### src/rtl/mux_sel_pkg.sv
// rtl/mux_sel_pkg.sv - shared select encodings and helpers for the mux select sequencer
// Purpose : select width, default input count, select encodings and the wrap helper.
// Ports   : none (package).
package mux_sel_pkg;

   localparam int SEL_W_BITS      = 3;
   localparam int NUM_SEL_DEFAULT = 5;

   typedef logic [SEL_W_BITS-1:0] sel_t;

   // Mux input addressed by each select value.
   localparam sel_t SEL_U = 3'd0;
   localparam sel_t SEL_V = 3'd1;
   localparam sel_t SEL_W = 3'd2;
   localparam sel_t SEL_X = 3'd3;
   localparam sel_t SEL_Y = 3'd4;

   // Next select value; the last valid input wraps back to u.
   function automatic sel_t sel_next(input sel_t cur, input int unsigned num);
      if (32'(cur) + 32'd1 >= num) begin
         return SEL_U;
      end
      return cur + 3'd1;
   endfunction

endpackage

### src/rtl/mux_select_sequencer_if.sv
// rtl/mux_select_sequencer_if.sv - button/switch inputs and select outputs of the sequencer
// Purpose : bundles the raw board inputs and the sequencer outputs.
// Signals : STEP_N (raw active-low button), AUTO_EN (raw scan switch),
//           SEL (mux select), STEP_PULSE (accepted press), SCAN_TICK (scan period),
//           STEP_LEVEL (debounced button level, for observation).
// Modports: master = board/stimulus side, slave = sequencer side.
interface mux_select_sequencer_if;
   import mux_sel_pkg::*;

   logic STEP_N;
   logic AUTO_EN;
   sel_t SEL;
   logic STEP_PULSE;
   logic SCAN_TICK;
   logic STEP_LEVEL;

   modport master (
      output STEP_N,
      output AUTO_EN,
      input  SEL,
      input  STEP_PULSE,
      input  SCAN_TICK,
      input  STEP_LEVEL
   );

   modport slave (
      input  STEP_N,
      input  AUTO_EN,
      output SEL,
      output STEP_PULSE,
      output SCAN_TICK,
      output STEP_LEVEL
   );

endinterface

### src/rtl/mux_select_sequencer_key_debounce.sv
// rtl/mux_select_sequencer_key_debounce.sv - synchronizer, debouncer and press detector for one key
// Purpose : turns a raw bouncing active-low key into a clean level and a one-cycle press pulse.
// Ports   : CLOCK_50 (clock), RESET_N (async active-low reset), KEY_N (raw key, active-low),
//           LEVEL (debounced key level), PRESS_PULSE (registered pulse on debounced 1->0).
module key_debounce #(
   parameter int DEBOUNCE_CYCLES = 500000
) (
   input  logic CLOCK_50,
   input  logic RESET_N,
   input  logic KEY_N,
   output logic LEVEL,
   output logic PRESS_PULSE
);

   localparam int CW = (DEBOUNCE_CYCLES > 1) ? $clog2(DEBOUNCE_CYCLES) : 1;
   localparam logic [CW-1:0] CNT_LAST = CW'(DEBOUNCE_CYCLES - 1);

   logic          key_meta_q;
   logic          key_s_q;
   logic          level_q, level_d;
   logic [CW-1:0] cnt_q, cnt_d;
   logic          level_prev_q;
   logic          pulse_q;

   // The counter only survives while the synchronized key disagrees with the
   // accepted level; any agreeing cycle restarts the qualification window.
   always_comb begin
      level_d = level_q;
      cnt_d   = '0;
      if (key_s_q != level_q) begin
         if (cnt_q == CNT_LAST) begin
            level_d = key_s_q;
         end else begin
            cnt_d = cnt_q + 1'b1;
         end
      end
   end

   always_ff @(posedge CLOCK_50 or negedge RESET_N) begin
      if (!RESET_N) begin
         key_meta_q   <= 1'b1;
         key_s_q      <= 1'b1;
         level_q      <= 1'b1;
         cnt_q        <= '0;
         level_prev_q <= 1'b1;
         pulse_q      <= 1'b0;
      end else begin
         key_meta_q   <= KEY_N;
         key_s_q      <= key_meta_q;
         level_q      <= level_d;
         cnt_q        <= cnt_d;
         level_prev_q <= level_q;
         // Press only: release (0->1) and a held key produce nothing.
         pulse_q      <= level_prev_q & ~level_q;
      end
   end

   assign LEVEL       = level_q;
   assign PRESS_PULSE = pulse_q;

endmodule

### src/rtl/mux_select_sequencer.sv
// rtl/mux_select_sequencer.sv - select generator for the 5-to-1 3-bit switch multiplexer
// Purpose : advances the mux select on debounced button presses and on auto-scan ticks.
// Ports   : CLOCK_50 (clock), RESET_N (async active-low reset),
//           bus (slave modport: STEP_N, AUTO_EN in; SEL, STEP_PULSE, SCAN_TICK, STEP_LEVEL out).
module mux_select_sequencer
   import mux_sel_pkg::*;
#(
   parameter int NUM_SEL         = NUM_SEL_DEFAULT,
   parameter int DEBOUNCE_CYCLES = 500000,
   parameter int SCAN_CYCLES     = 50000000
) (
   input  logic                    CLOCK_50,
   input  logic                    RESET_N,
   mux_select_sequencer_if.slave   bus
);

   localparam int PW = (SCAN_CYCLES > 1) ? $clog2(SCAN_CYCLES) : 1;
   localparam logic [PW-1:0] PRE_LAST = PW'(SCAN_CYCLES - 1);

   logic          step_pulse;
   logic          auto_meta_q;
   logic          auto_s_q;
   logic [PW-1:0] pre_q, pre_d;
   logic          tick_q, tick_d;
   sel_t          sel_q, sel_d;

   key_debounce #(
      .DEBOUNCE_CYCLES (DEBOUNCE_CYCLES)
   ) u_step_key (
      .CLOCK_50    (CLOCK_50),
      .RESET_N     (RESET_N),
      .KEY_N       (bus.STEP_N),
      .LEVEL       (bus.STEP_LEVEL),
      .PRESS_PULSE (step_pulse)
   );

   // Prescaler runs only while scan is enabled; disabling it discards the
   // partial period so a re-enable always waits a full period.
   always_comb begin
      pre_d  = '0;
      tick_d = 1'b0;
      if (auto_s_q) begin
         if (pre_q == PRE_LAST) begin
            tick_d = 1'b1;
         end else begin
            pre_d = pre_q + 1'b1;
         end
      end
   end

   // A press and a tick landing together still move the select by one.
   always_comb begin
      sel_d = sel_q;
      if (step_pulse || tick_q) begin
         sel_d = sel_next(sel_q, NUM_SEL);
      end
   end

   always_ff @(posedge CLOCK_50 or negedge RESET_N) begin
      if (!RESET_N) begin
         auto_meta_q <= 1'b0;
         auto_s_q    <= 1'b0;
         pre_q       <= '0;
         tick_q      <= 1'b0;
         sel_q       <= SEL_U;
      end else begin
         auto_meta_q <= bus.AUTO_EN;
         auto_s_q    <= auto_meta_q;
         pre_q       <= pre_d;
         tick_q      <= tick_d;
         sel_q       <= sel_d;
      end
   end

   assign bus.SEL        = sel_q;
   assign bus.STEP_PULSE = step_pulse;
   assign bus.SCAN_TICK  = tick_q;

endmodule

### src/flat_wrapper.sv
// flat-port wrapper written by rule: the top's interface ports become plain ports
module mux_select_sequencer_flat import mux_sel_pkg::*;
#(
   parameter int NUM_SEL         = NUM_SEL_DEFAULT,
   parameter int DEBOUNCE_CYCLES = 500000,
   parameter int SCAN_CYCLES     = 50000000
)
  (CLOCK_50, RESET_N, bus_STEP_N, bus_AUTO_EN, bus_SEL, bus_STEP_PULSE, bus_SCAN_TICK, bus_STEP_LEVEL);
  mux_select_sequencer_if bus_i ();
  input  logic CLOCK_50;
  input  logic RESET_N;
  input wire logic [$bits(bus_i.STEP_N)-1:0] bus_STEP_N;
  input wire logic [$bits(bus_i.AUTO_EN)-1:0] bus_AUTO_EN;
  output wire logic [$bits(bus_i.SEL)-1:0] bus_SEL;
  output wire logic [$bits(bus_i.STEP_PULSE)-1:0] bus_STEP_PULSE;
  output wire logic [$bits(bus_i.SCAN_TICK)-1:0] bus_SCAN_TICK;
  output wire logic [$bits(bus_i.STEP_LEVEL)-1:0] bus_STEP_LEVEL;
  assign bus_i.STEP_N = bus_STEP_N;
  assign bus_i.AUTO_EN = bus_AUTO_EN;
  assign bus_SEL = bus_i.SEL;
  assign bus_STEP_PULSE = bus_i.STEP_PULSE;
  assign bus_SCAN_TICK = bus_i.SCAN_TICK;
  assign bus_STEP_LEVEL = bus_i.STEP_LEVEL;
  mux_select_sequencer #(.NUM_SEL(NUM_SEL), .DEBOUNCE_CYCLES(DEBOUNCE_CYCLES), .SCAN_CYCLES(SCAN_CYCLES)) u_core (.CLOCK_50(CLOCK_50), .RESET_N(RESET_N), .bus(bus_i));
endmodule
### config.mk
export PLATFORM = sky130hd
export DESIGN_NAME = mux_select_sequencer_flat
export DESIGN_NICKNAME = d
export VERILOG_FILES = /design/src/rtl/mux_sel_pkg.sv /design/src/rtl/mux_select_sequencer_if.sv /design/src/rtl/mux_select_sequencer_key_debounce.sv /design/src/rtl/mux_select_sequencer.sv /design/src/flat_wrapper.sv
export SDC_FILE = /design/constraint.sdc
export NUM_CORES = 1
export LEC_CHECK = 0
export CELL_PAD_IN_SITES_DETAIL_PLACEMENT = 0
export CELL_PAD_IN_SITES_GLOBAL_PLACEMENT = 1
export CORE_MARGIN = 2
export CORE_UTILIZATION = 40
export CTS_BUF_LIST = sky130_fd_sc_hd__clkbuf_2 sky130_fd_sc_hd__clkbuf_4 sky130_fd_sc_hd__clkbuf_8
export DETAILED_ROUTE_END_ITERATION = 10
export HOLD_SLACK_MARGIN = 0.03
export PLACE_DENSITY = 0.64
export SLEW_MARGIN = 20
export SYNTH_ARGS = -nofsm -noshare
export SYNTH_HDL_FRONTEND = slang
export SYNTH_SLANG_ARGS = --single-unit
### constraint.sdc
create_clock -name CLOCK_50 -period 3.1 [get_ports CLOCK_50]
set_clock_uncertainty 0.15 [all_clocks]
set_input_delay 0.93 -clock CLOCK_50 [delete_from_list [all_inputs] [get_ports CLOCK_50]]
set_output_delay 0.93 -clock CLOCK_50 [all_outputs]
set_load 0.01 [all_outputs]
# Word level (Yosys, flattened, before mapping)
# Index checks and enable logic that the tools add are counted.
# totals
reg_bits	56
inputBits	4
output_inout_bits	6
wordCells	33
# classes
addsub	4
n_lt_le_gt_ge	1
n_eq_ne	3
mux	10
bitwise	2
reduce_logical	2
# ops
cell	count
two-way mux 26 bit	2
two-way mux 19 bit	2
greater-or-equal comparator 32 x 3 -> 1 bit (second input constant)	1
adder 26 x 1 -> 26 bit (second input constant)	1
== test 26 bit (second input constant)	1
adder 19 x 1 -> 19 bit (second input constant)	1
== test 19 bit (second input constant)	1
two-way mux 3 bit	2
adder 3 x 1 -> 4 bit (second input constant)	1
two-way mux 1 bit	4
adder 3 x 1 -> 3 bit (second input constant)	1
AND reduction 2 bit	1
AND 1 bit	1
logical OR 1 bit	1
!= test 1 bit	1
NOT 1 bit	1

# Depth between registers and ports, before layout
# depth
ltp_word	5
mapped_depth	6
depth_no_buf	5

# By module
# Synthesis repeated with hierarchy kept, for this count alone.
# unflattened
cells_unflattened	265
area_unflattened_um2	2713.9
# modules_own_cells
mod	instances	cells_each	area_each_um2	seq_area_each_um2
mux_select_sequencer	1	157	1572.8	800.8
key_debounce	1	108	1141.1	605.6

# Worst setup path before layout
# OpenSTA, ideal clock, no wires.
# synth_path
path_type	reg-to-reg
start	register u_core.u_step_key.cnt_q[12]
end	register u_core.u_step_key.cnt_q[8]
setup_ns	0.119
t_arrival_ns	1.850
required_time_ns	2.831
slack_ns	0.981
stages_incl_launch_ff	6
n_path_buf	1
synth_period_minus_slack_ns	2.119
cell_sequence	dfrtp_1 -> or4_1 -> or4_4 -> o21ai_4 -> buf_6 -> nor2_1
# synth_between
elab_chain_cells	3
# synth_rtl
element	line	rtl
start: declaration	mux_select_sequencer_key_debounce.sv:21	logic [CW-1:0] cnt_q, cnt_d;
start signal: assignment	mux_select_sequencer_key_debounce.sv:51	cnt_q <= cnt_d;
== test 19 bit	mux_select_sequencer_key_debounce.sv:31	if (cnt_q == CNT_LAST) begin
two-way mux 19 bit	mux_select_sequencer_key_debounce.sv:31	
two-way mux 19 bit	mux_select_sequencer_key_debounce.sv:30	if (key_s_q != level_q) begin
named net u_core.u_step_key.cnt_d[8]	mux_select_sequencer_key_debounce.sv:21	
# The timed path passes the listed nets, and every way through them passes these cells.
# A chain may end at the register's enable or synchronous reset.

# Final worst setup path
# layout_path
start	register u_core.u_step_key.level_q (netlist: u_core.u_step_key.LEVEL)
end	output port bus_STEP_LEVEL
# layout_rtl
element	line	rtl
start: declaration	mux_select_sequencer_key_debounce.sv:20	logic level_q, level_d;
start signal: assignment	mux_select_sequencer_key_debounce.sv:50	level_q <= level_d;
end: declaration	flat_wrapper.sv:17	output wire logic [$bits(bus_i.STEP_LEVEL)-1:0] bus_STEP_LEVEL;
# No word-level cell between the ends.

==> results.toml <==
[pwr]
max-vdd-ir-drop_v = 0.000221
total_power_w = 0.00121
power_density_nw_per_um2 = 406
p_leak_nw = 1.18

[synth]
ys.flop_type = "dfrtp_1"
syn_area_um2 = 2710
synth-seq-cells = 56
ys_seq_area_share_pct = 51.9
yosysTopAreaCell = "dfrtp_1"
yosys_warnings = 0
syn_nets = 280
synthCells = 272
ys_types = 39
yosysMostFrequentCell = "dfrtp_1"
synth_top_cells_by_area = "dfrtp_1 (48%), xnor2_1 (4.5%), nor2_1 (4.2%), dfstp_2 (3.9%), a21oi_1 (3.7%)"
synth_common_cells = "dfrtp_1 (52), nor2_1 (30), a21oi_1 (20)"
synth_area_per_cell_um2 = 9.96
synth-async-reset-ratio_pct = 100
synth_top_cell_area_share_pct = 48.0
synth_edf_count = 0

[worst_setup_path]
crit_family = "flip-flops"
cp_max_fo = 5
crit_buf_inv = 1
critical-path-slowest-cell = "dfstp_2"
startpoint = "u_core.u_step_key.LEVEL"
r2r_start = "u_core.u_step_key.cnt_q[12]"
crit_path_max_incr_delay_ns = 0.59
crit_required_ns = 2.02
cp.arrival_ns = 1.43
worstSetupPathType = "reg2out"
crit_end = "bus_STEP_LEVEL"
path_depth = 1
worst_setup_path_start_kind = "register"
reg2reg_depth = 4
path_cells = "clkdlybuf4s50_1"
reg2reg_to = "u_core.u_step_key.cnt_q[12]"
reg2reg_slack_ns = 0.77
cp-end-kind = "output pin"

[sta]
setup_violations = 0
clock.fmax_mhz = 398
finalHoldViolCount = 0
tns_ns = 0
rsz0062_at_grt = "false"
slew_headroom_pct = 55.1
finalMaxSlewViolations = 0
fin_crit_ns = 2.51
period_share_pct = 81.1
tightest_slew_ns = 0.669

[layout]
fin_nets = 291
area_growth_pct = 9.79
n_antenna_cell = 0
regArea_um2 = 1410
fill_cells = 622
multi_input_area_um2 = 1220
drive_gt1_share_pct = 8.45

[global_routing]
globalRouteMet3Util_pct = 4.29
use_met2_pct = 22.7
grt_pass1_wl_um = 9430
grt_util_met1_pct = 24.2
grt_start_max_net_pins = 34
grt-ovfl-total = 0
track_usage_pct = 16.0
antenna_found_initial = 0
grt_pass1_vias = 1956
busiest_layer = "met1"

[detailed_routing]
dr.pass1.iters = 4
drc = 0
via_per_inst = 5.55
drt_wl_total_um = 5290
ant_nets = 0
num_vias = 2002
routedWlPerCell_um = 14.6
first_iter_violations = 74

[clock_network]
cts_resized = 0
cts_made_buffers = 5
h-tree-depth = 2
cts_setup_buffers = 0
holdBufCountCts = 0
clockBufferDepth = 2
clk_latency_ns = 0.31
cts_tree = "yes"
clkTransAtPathRegs_ns = 0.10
clkSinkCount = 56
cts-root-buf = "clkbuf_8"

[min_path]
hp-class = "reg2reg"

[floorplan]
ios = 10
die_w_um = 86.3
core-area_um2 = 6460
die_y_um = 86.3
start_util_pct = 41.9
dieArea_um2 = 7450
rows = 29

[placed_design]
hpwl_um = 3670
gp_congestion = 0.764
io_buffers = 9

[run]
maxCapViolations = 0

[status]
status = "finished clean"
## cell type report
cell class                      count  area share, %
Clock buffer                        5           2.31
Clock inverter                      3          0.757
Inverter                           11           1.39
Multi-Input combinational cell    197           41.0
Sequential cell                    56           47.3
Tap cell                           77           3.24
Timing Repair Buffer               12           4.04
## kinds of logic (layout without fill, tap and decap cells)
| kind of cell | count (synthesis) | after routing | synth area share (%) |
|---|---|---|---|
| flops | 56 | 56 | 51.9 |
| simple gates | 125 | 125 | 25.5 |
| fa+ha+maj | 4 | 4 | 1.85 |
| compound gates | 43 | 43 | 9.52 |
| buf+inv | 19 | 31 | 3.09 |
| xor+xnor | 24 | 24 | 7.76 |
| mux | 1 | 1 | 0.416 |
## worst min-delay path by stage
| stage | to | start | slack (ns) | depth (start not counted) |
|---|---|---|---|---|
| 3_3_place_gp | u_core.auto_s_q | u_core.auto_meta_q | 0.18 | 0 |
| 5_1_grt | u_core.u_step_key.key_s_q | u_core.u_step_key.key_meta_q | 0.22 | 0 |
| 4_1_cts | u_core.u_step_key.key_s_q | u_core.u_step_key.key_meta_q | 0.22 | 0 |
| 6_report | u_core.u_step_key.key_s_q | u_core.u_step_key.key_meta_q | 0.21 | 0 |
| 3_5_place_dp | u_core.auto_s_q | u_core.auto_meta_q | 0.19 | 0 |
| 2_1_floorplan | u_core.auto_s_q | u_core.auto_meta_q | 0.18 | 0 |
## stage by stage
stage | utilization (%) | instance area (um^2) | setup slack [ns] | cells | hold slack (ns)
final | 46.0 | 2970 | 0.587 | 361 | 0.213
after global routing | 46.0 | 2970 | 0.489 | 361 | 0.222
after CTS | 46.0 | 2970 | 0.562 | 361 | 0.216
after detailed placement | 44.6 | 2880 | 0.781 | 353 | 0.193
after global placement | 44.6 | 2880 | 0.834 | 353 | 0.184
after floorplan | - | 2710 | 0.981 | 272 | 0.181
## routing by layer
layer	vias to the layer above	share of wire, %
li1	997	-
met1	984	54
met2	19	42
met3	2	2.7
met4	0	0.68
met5	-	0
## registers in the layout, summed over array words and instances, names as in the netlist
signal	cells
u_core.bus.SCAN_TICK	1
u_core.auto_meta_q	1
u_core.auto_s_q	1
u_core.u_step_key.level_prev_q	1
u_core.pre_q	26
u_core.u_step_key.key_meta_q	1
u_core.u_step_key.key_s_q	1
u_core.u_step_key.cnt_q	19
u_core.u_step_key.PRESS_PULSE	1
u_core.u_step_key.LEVEL	1
u_core.bus.SEL	3
## cells in the final DEF (no fill, tap or decap), types with 2 or more instances in the layout
cell	instances
a21o_1	2
a21oi_1	20
and3_1	4
and4_1	3
buf_4	2
clkbuf_8	5
clkdlybuf4s50_1	8
dfrtp_1	52
dfstp_2	4
ha_1	4
inv_1	11
nand2_1	14
nand3_1	18
nand3b_1	2
nand4_1	13
nor2_1	30
nor3_1	5
nor4_1	6
o21ai_0	12
o31ai_1	6
or3_1	11
or4_1	9
xnor2_1	14
xor2_1	10
## where the power goes
group,switching [W],internal [W]
logic,0.0000320,0.0000145
clock network,0.000248,0.000163
registers,0.00000949,0.000740
total,0.000290,0.000917
Note: power is estimated with default switching activity, not from simulation.
